$ cat src/rtl/ssd_mux.sv
// ssd_mux: time-multiplexed seven-segment driver for NUM_DIGITS hex digits.
// Each digit dwells DIV = CLK_FREQ_HZ/REFRESH_HZ cycles. The first BLANK_CYCLES
// cycles of every dwell keep all anodes dark so the previous digit's segments
// cannot ghost onto the next one. Inputs are captured once per frame, so a
// frame never mixes old and new values.
// Optional feature: define SSD_ZERO_BLANK_EN to suppress leading zero digits.
module ssd_mux #(
    parameter int unsigned NUM_DIGITS   = 8,
    parameter int unsigned CLK_FREQ_HZ  = 100_000_000,
    parameter int unsigned REFRESH_HZ   = 1000,
    parameter int unsigned BLANK_CYCLES = 16,
    parameter int unsigned ACTIVE_LOW   = 1
) (
    input  logic                      clk,
    input  logic                      rst_n,
    input  logic [4*NUM_DIGITS-1:0]   val,
    input  logic [NUM_DIGITS-1:0]     dp,
    input  logic [NUM_DIGITS-1:0]     digit_en,
    output logic [6:0]                cat,
    output logic                      dp_out,
    output logic [NUM_DIGITS-1:0]     an
);

    localparam int unsigned DIV   = CLK_FREQ_HZ / REFRESH_HZ;
    localparam int unsigned CNT_W = (DIV > 1) ? $clog2(DIV) : 1;
    localparam int unsigned IDX_W = (NUM_DIGITS > 1) ? $clog2(NUM_DIGITS) : 1;
    // Level that means "off" on every output pin.
    localparam logic OFF = (ACTIVE_LOW != 0);

    logic [CNT_W-1:0]          cnt_q, cnt_d;
    logic [IDX_W-1:0]          idx_q, idx_d;
    logic                      tick;
    logic                      frame_end;

    logic [4*NUM_DIGITS-1:0]   val_snap_q;
    logic [NUM_DIGITS-1:0]     dp_snap_q;
    logic [NUM_DIGITS-1:0]     en_snap_q;

    logic [NUM_DIGITS-1:0]     zb;
    logic [NUM_DIGITS-1:0]     sel_onehot;
    logic [3:0]                sel_nib;
    logic                      sel_en;
    logic                      sel_dp;
    logic                      sel_zb;
    logic                      lit;

    logic [6:0]                cat_q;
    logic                      dp_out_q;
    logic [NUM_DIGITS-1:0]     an_q;

    // Segment pattern {g,f,e,d,c,b,a}, 1 = segment on.
    function automatic logic [6:0] hex_seg(input logic [3:0] nib);
        logic [6:0] seg;
        case (nib)
            4'h0: seg = 7'h3F;
            4'h1: seg = 7'h06;
            4'h2: seg = 7'h5B;
            4'h3: seg = 7'h4F;
            4'h4: seg = 7'h66;
            4'h5: seg = 7'h6D;
            4'h6: seg = 7'h7D;
            4'h7: seg = 7'h07;
            4'h8: seg = 7'h7F;
            4'h9: seg = 7'h6F;
            4'hA: seg = 7'h77;
            4'hB: seg = 7'h7C;
            4'hC: seg = 7'h39;
            4'hD: seg = 7'h5E;
            4'hE: seg = 7'h79;
            default: seg = 7'h71;
        endcase
        return seg;
    endfunction

    assign tick      = (cnt_q == CNT_W'(DIV - 1));
    assign frame_end = tick && (idx_q == IDX_W'(NUM_DIGITS - 1));

    // Dwell counter and digit index next-state.
    always_comb begin
        cnt_d = cnt_q + 1'b1;
        idx_d = idx_q;
        if (tick) begin
            cnt_d = '0;
            idx_d = (idx_q == IDX_W'(NUM_DIGITS - 1)) ? '0 : idx_q + 1'b1;
        end
    end

    // Scan state registers.
    always_ff @(posedge clk or negedge rst_n) begin
        if (!rst_n) begin
            cnt_q <= '0;
            idx_q <= '0;
        end else begin
            cnt_q <= cnt_d;
            idx_q <= idx_d;
        end
    end

    // Frame-coherent snapshot of the display inputs, taken at the end of the last dwell.
    always_ff @(posedge clk or negedge rst_n) begin
        if (!rst_n) begin
            val_snap_q <= '0;
            dp_snap_q  <= '0;
            en_snap_q  <= '0;
        end else if (frame_end) begin
            val_snap_q <= val;
            dp_snap_q  <= dp;
            en_snap_q  <= digit_en;
        end
    end

`ifdef SSD_ZERO_BLANK_EN
    logic all_zero;

    // Leading-zero mask: digit k dark when it and every digit above it are zero.
    always_comb begin
        zb       = '0;
        all_zero = 1'b1;
        for (int k = NUM_DIGITS - 1; k >= 1; k--) begin
            all_zero = all_zero & (val_snap_q[4*k +: 4] == 4'h0);
            zb[k]    = all_zero;
        end
    end
`else
    // No suppression: every enabled digit shows its nibble.
    always_comb begin
        zb = '0;
    end
`endif

    // Pick out the snapshot fields of the digit currently being scanned.
    always_comb begin
        sel_onehot = '0;
        sel_nib    = '0;
        sel_en     = 1'b0;
        sel_dp     = 1'b0;
        sel_zb     = 1'b0;
        for (int k = 0; k < NUM_DIGITS; k++) begin
            if (idx_q == IDX_W'(k)) begin
                sel_onehot[k] = 1'b1;
                sel_nib       = val_snap_q[4*k +: 4];
                sel_en        = en_snap_q[k];
                sel_dp        = dp_snap_q[k];
                sel_zb        = zb[k];
            end
        end
    end

    assign lit = (cnt_q >= CNT_W'(BLANK_CYCLES)) && sel_en && !sel_zb;

    // Registered outputs; reset forces every pin to its off level without a clock.
    always_ff @(posedge clk or negedge rst_n) begin
        if (!rst_n) begin
            an_q     <= {NUM_DIGITS{OFF}};
            cat_q    <= {7{OFF}};
            dp_out_q <= OFF;
        end else if (lit) begin
            an_q     <= sel_onehot ^ {NUM_DIGITS{OFF}};
            cat_q    <= hex_seg(sel_nib) ^ {7{OFF}};
            dp_out_q <= sel_dp ^ OFF;
        end else begin
            an_q     <= {NUM_DIGITS{OFF}};
            cat_q    <= {7{OFF}};
            dp_out_q <= OFF;
        end
    end

    assign an     = an_q;
    assign cat    = cat_q;
    assign dp_out = dp_out_q;

endmodule

$ cat config.mk
export PLATFORM = sky130hd
export DESIGN_NAME = ssd_mux
export DESIGN_NICKNAME = d
export VERILOG_FILES = /design/src/rtl/ssd_mux.sv
export SDC_FILE = /design/constraint.sdc
export NUM_CORES = 1
export LEC_CHECK = 0
export BUFFER_PORTS_ARGS = -buffer_cell sky130_fd_sc_hd__buf_2
export CORE_UTILIZATION = 55
export CTS_CLUSTER_DIAMETER = 150
export CTS_CLUSTER_SIZE = 20
export DETAILED_ROUTE_END_ITERATION = 6
export GPL_ROUTABILITY_DRIVEN = 0
export PLACE_DENSITY = 0.79
export RECOVER_POWER = 25
export SLEW_MARGIN = 10
export SYNTH_ARGS = -nofsm -noshare
export SYNTH_HDL_FRONTEND = slang
export SYNTH_SLANG_ARGS = --single-unit
$ cat constraint.sdc
create_clock -name clk -period 3.25 [get_ports clk]
set_clock_uncertainty 0.15 [all_clocks]
set_input_delay 0.1625 -clock clk [delete_from_list [all_inputs] [get_ports clk]]
set_output_delay 0.1625 -clock clk [all_outputs]
set_load 0.005 [all_outputs]
==> metrics.md <==
| Metric | Value |
|---|---|
| R2r setup slk | `0.29 ns` |
| Combinational power share | `9.0%` |
| Synth area leaders | `dfrtp_1 (41%), dfstp_2 (10%), mux2_2 (7.5%)` |
| Sw power | `470 uW` |
| Final net count | `534` |
| Largest net degree at the start of global routing | `85` |
| Max Root-Sink Buffers | `2` |
| Busiest grt layer | `met2` |
| Met1 usage | `32.7%` |
| WS Path Type | `flip-flop to flip-flop` |
| Die Y | `89.2 um` |
| Post-CTS Setup Bufs | `0` |
| DRT iter0 DRCs | `252` |
| RSZ-0062 raised after global routing | `false` |
| Startpoint types | `flip-flop` |
| Synth top area share | `40.7%` |
| I/O pins | `66` |
| Worst slew margin | `-30.9%` |
| Global router's overall resource usage | `26.3%` |
| Post-layout minimum cycle time | `2.96 ns` |
| Global-route met3 utilization | `7.66%` |
| Sinks on the clock net | `84` |
| Seq pwr share | `52.5%` |
| Max-cap viol count | `1` |
| Max FO, Critical Path | `12` |
| Async SR Flop Fraction | `100%` |
| Area delta synth->final | `26.9%` |
| Final WL | `9590 um` |
| Antenna Nets Post-Route | `0` |
| Synth cell types | `56` |
| Syn Inst Count | `352` |
| Synth cell count leaders | `dfrtp_1 (68), nand2_1 (29), mux2_2 (28), mux2_4 (20), dfstp_2 (16)` |
| Register area share after synthesis | `50.8%` |
| Core area | `7290 sq um` |
| Status | `finished, violations left` |
| Rows | `31` |
| Latest clock arrival within the worst-skew pair | `0.36 ns` |
| Pre-antenna DRT Iters | `4` |
| Post-synthesis cell area | `4180 sq um` |
| Hold Crit Class | `flip-flop to flip-flop` |
| Initial antenna violation count | `0` |
| Port-buffer cells | `65` |
| Maximum clock rate | `338 MHz` |
| Initial Util | `57.3%` |
| Setup violations, final | `0` |
| Die W | `89.2 um` |
| ANT cells | `0` |
| Vias | `3,194` |
| Syn Nets | `416` |
| Post-synth EDFFs | `0` |
| Final worst path period share | `91.1%` |
| Min setup slack post-route | `0.289 ns` |
| Crit path capture type | `flip-flop` |
| Root buf cell | `clkbuf_8` |
| Leak | `2.40 nW` |
| Vias in the first global route | `3,174` |
| Syn avg cell area | `11.9 sq um` |
| Layout cell share with drive strength beyond 1 | `30.3%` |
| Final Max Tran Viols | `85` |
| Failing checks | `max-capacitance violations, max-slew violations` |
| Met2 usage | `42.7%` |
| Grt ovf | `0` |
| Routed WL per cell | `16.7 um` |
| Final hold vios | `0` |
| Final setup TNS | `0 ns` |
| HPWL after DPL | `6100 um` |
| Setup WS pre-CTS | `0.336 ns` |
| Clock power share | `38.5%` |
| Worst-Margin Slew | `1.96 ns` |
| Most common cell in the netlist | `dfrtp_1` |
| Power density over cell area | `401 nW/um^2` |
| Vias per inst | `5.56` |
| Drc violations | `0` |
| CTS tree | `yes` |
| CTS buffer count | `9` |
| First-pass GRT wire length | `15,200 um` |
| CP required | `3.35 ns` |
| Switching Share | `22.1%` |
| Die area | `7950 sq um` |
| Yosys warnings | `0` |
| Dominant cell type by area after synthesis | `dfrtp_1` |
| Max H-tree Level | `3` |
| Int Power | `1.66 mW` |
| Synth Flop Type | `dfrtp_1` |
| Worst vdd ir | `0.341 mV` |
| #FFs+latches synth | `84` |
| Critical Path AT | `3.06 ns` |
| Worst-path clk slew | `0.08 ns` |
## cell families (layout without fill, tap and decap cells)
logic type	count (synthesis)	in the layout	synth area share [%]
AOI/OAI and AO/OA	71	71	12.7
and+or+nand+nor	90	90	11.0
buffers and inverters	30	153	3.38
DFF	84	84	50.8
adders and majority gates	14	14	4.19
xor gates and xnor gates	13	13	2.72
muxes	50	50	15.2
## layout by cell type, fill, tap and decap left out, drive strengths merged, types with 4 or more instances in the layout
cell type and n:
o211ai 5, o21ai 12, o221ai 6, dfstp 16, xor2 8, a221oi 5, nand2b 4, nand3 13
a21oi 10, ha 14, mux2 48, clkbuf 27, nor2b 6, dfrtp 68, buf 60, dlygate4sd3 49
xnor2 5, nand2 30, inv 12, nor2 15
## area by class of cell
| type | instances | area [sq um] |
|---|---|---|
| inverter | 13 | 48.8 |
| timing repair buffer | 124 | 873 |
| fill | 534 | 1990 |
| sequential | 84 | 2120 |
| multi-input combinational | 238 | 1920 |
| clock inverter | 4 | 73.8 |
| clock buffer | 12 | 145 |
| tap | 99 | 124 |
## path summary, 6_finish.rpt
check                      depth (start not counted)                  from                    endpoint
min reg2reg                                        1    cnt_q[8]$_DFF_PN0_          cnt_q[8]$_DFF_PN0_
min in group asynchronous                          2                 rst_n  val_snap_q[22]$_DFFE_PN0P_
max                                               13  idx_q[1]$_DFFE_PN0N_            cat[5]$_DFF_PN1_
max in group asynchronous                          2                 rst_n    en_snap_q[2]$_DFFE_PN0P_
max reg2reg                                       13  idx_q[1]$_DFFE_PN0N_            cat[5]$_DFF_PN1_
min                                                1    cnt_q[8]$_DFF_PN0_          cnt_q[8]$_DFF_PN0_
## per-stage QoR
stage,utilization (%),instance area [sq um],hold WS (ns),power (mW),cells
6_report,72.8,5310,0.350,2.13,574
5_1_grt,72.8,5310,0.374,2.21,574
4_1_cts,73.0,5320,0.350,2.14,574
3_5_place_dp,63.3,4610,0.247,1.28,509
3_3_place_gp,63.3,4610,0.245,1.27,509
2_1_floorplan,-,4180,-0.283,1.20,352
## layer usage
layer | wire [um] | vias to the layer above | share of wire (%)
met2 | 4650 | 126 | 48
met5 | 0 | - | 0
li1 | - | 1506 | -
met3 | 560 | 25 | 5.8
met1 | 4100 | 1537 | 43
met4 | 281 | 0 | 2.9
## flip-flops by register name (all words and copies together), names as in the netlist
signal / count
dp_snap_q: 8
an: 8
cat: 7
dp_out: 1
cnt_q: 17
val_snap_q: 32
en_snap_q: 8
idx_q: 3
## critical path, cell delays in order (launching register included)
cell and delay (ns):
dfrtp_1 0.38, inv_1 0.08, ha_1 0.33, buf_4 0.24, a211o_1 0.26, a22oi_1 0.16, o21a_1 0.17, o31a_1 0.29
inv_1 0.12, ha_1 0.21, inv_1 0.09, a21oi_1 0.07, a21oi_1 0.15, o221ai_1 0.14
## power groups by stage
stage / Combinational, mW / Clock (mW) / Sequential (mW)
after floorplan: 0.0736 / 0 / 1.12
after global placement: 0.141 / 0 / 1.13
after detailed placement: 0.145 / 0 / 1.13
after CTS: 0.192 / 0.829 / 1.12
after global routing: 0.213 / 0.880 / 1.12
final: 0.192 / 0.818 / 1.12
## timing repair
action,in CTS,in global routing
setup endpoints to repair,0,1
hold buffers,49,0
endpoints found under the hold margin,116,0
gates resized for setup,0,1
Power figures use the tool's default switching activity.
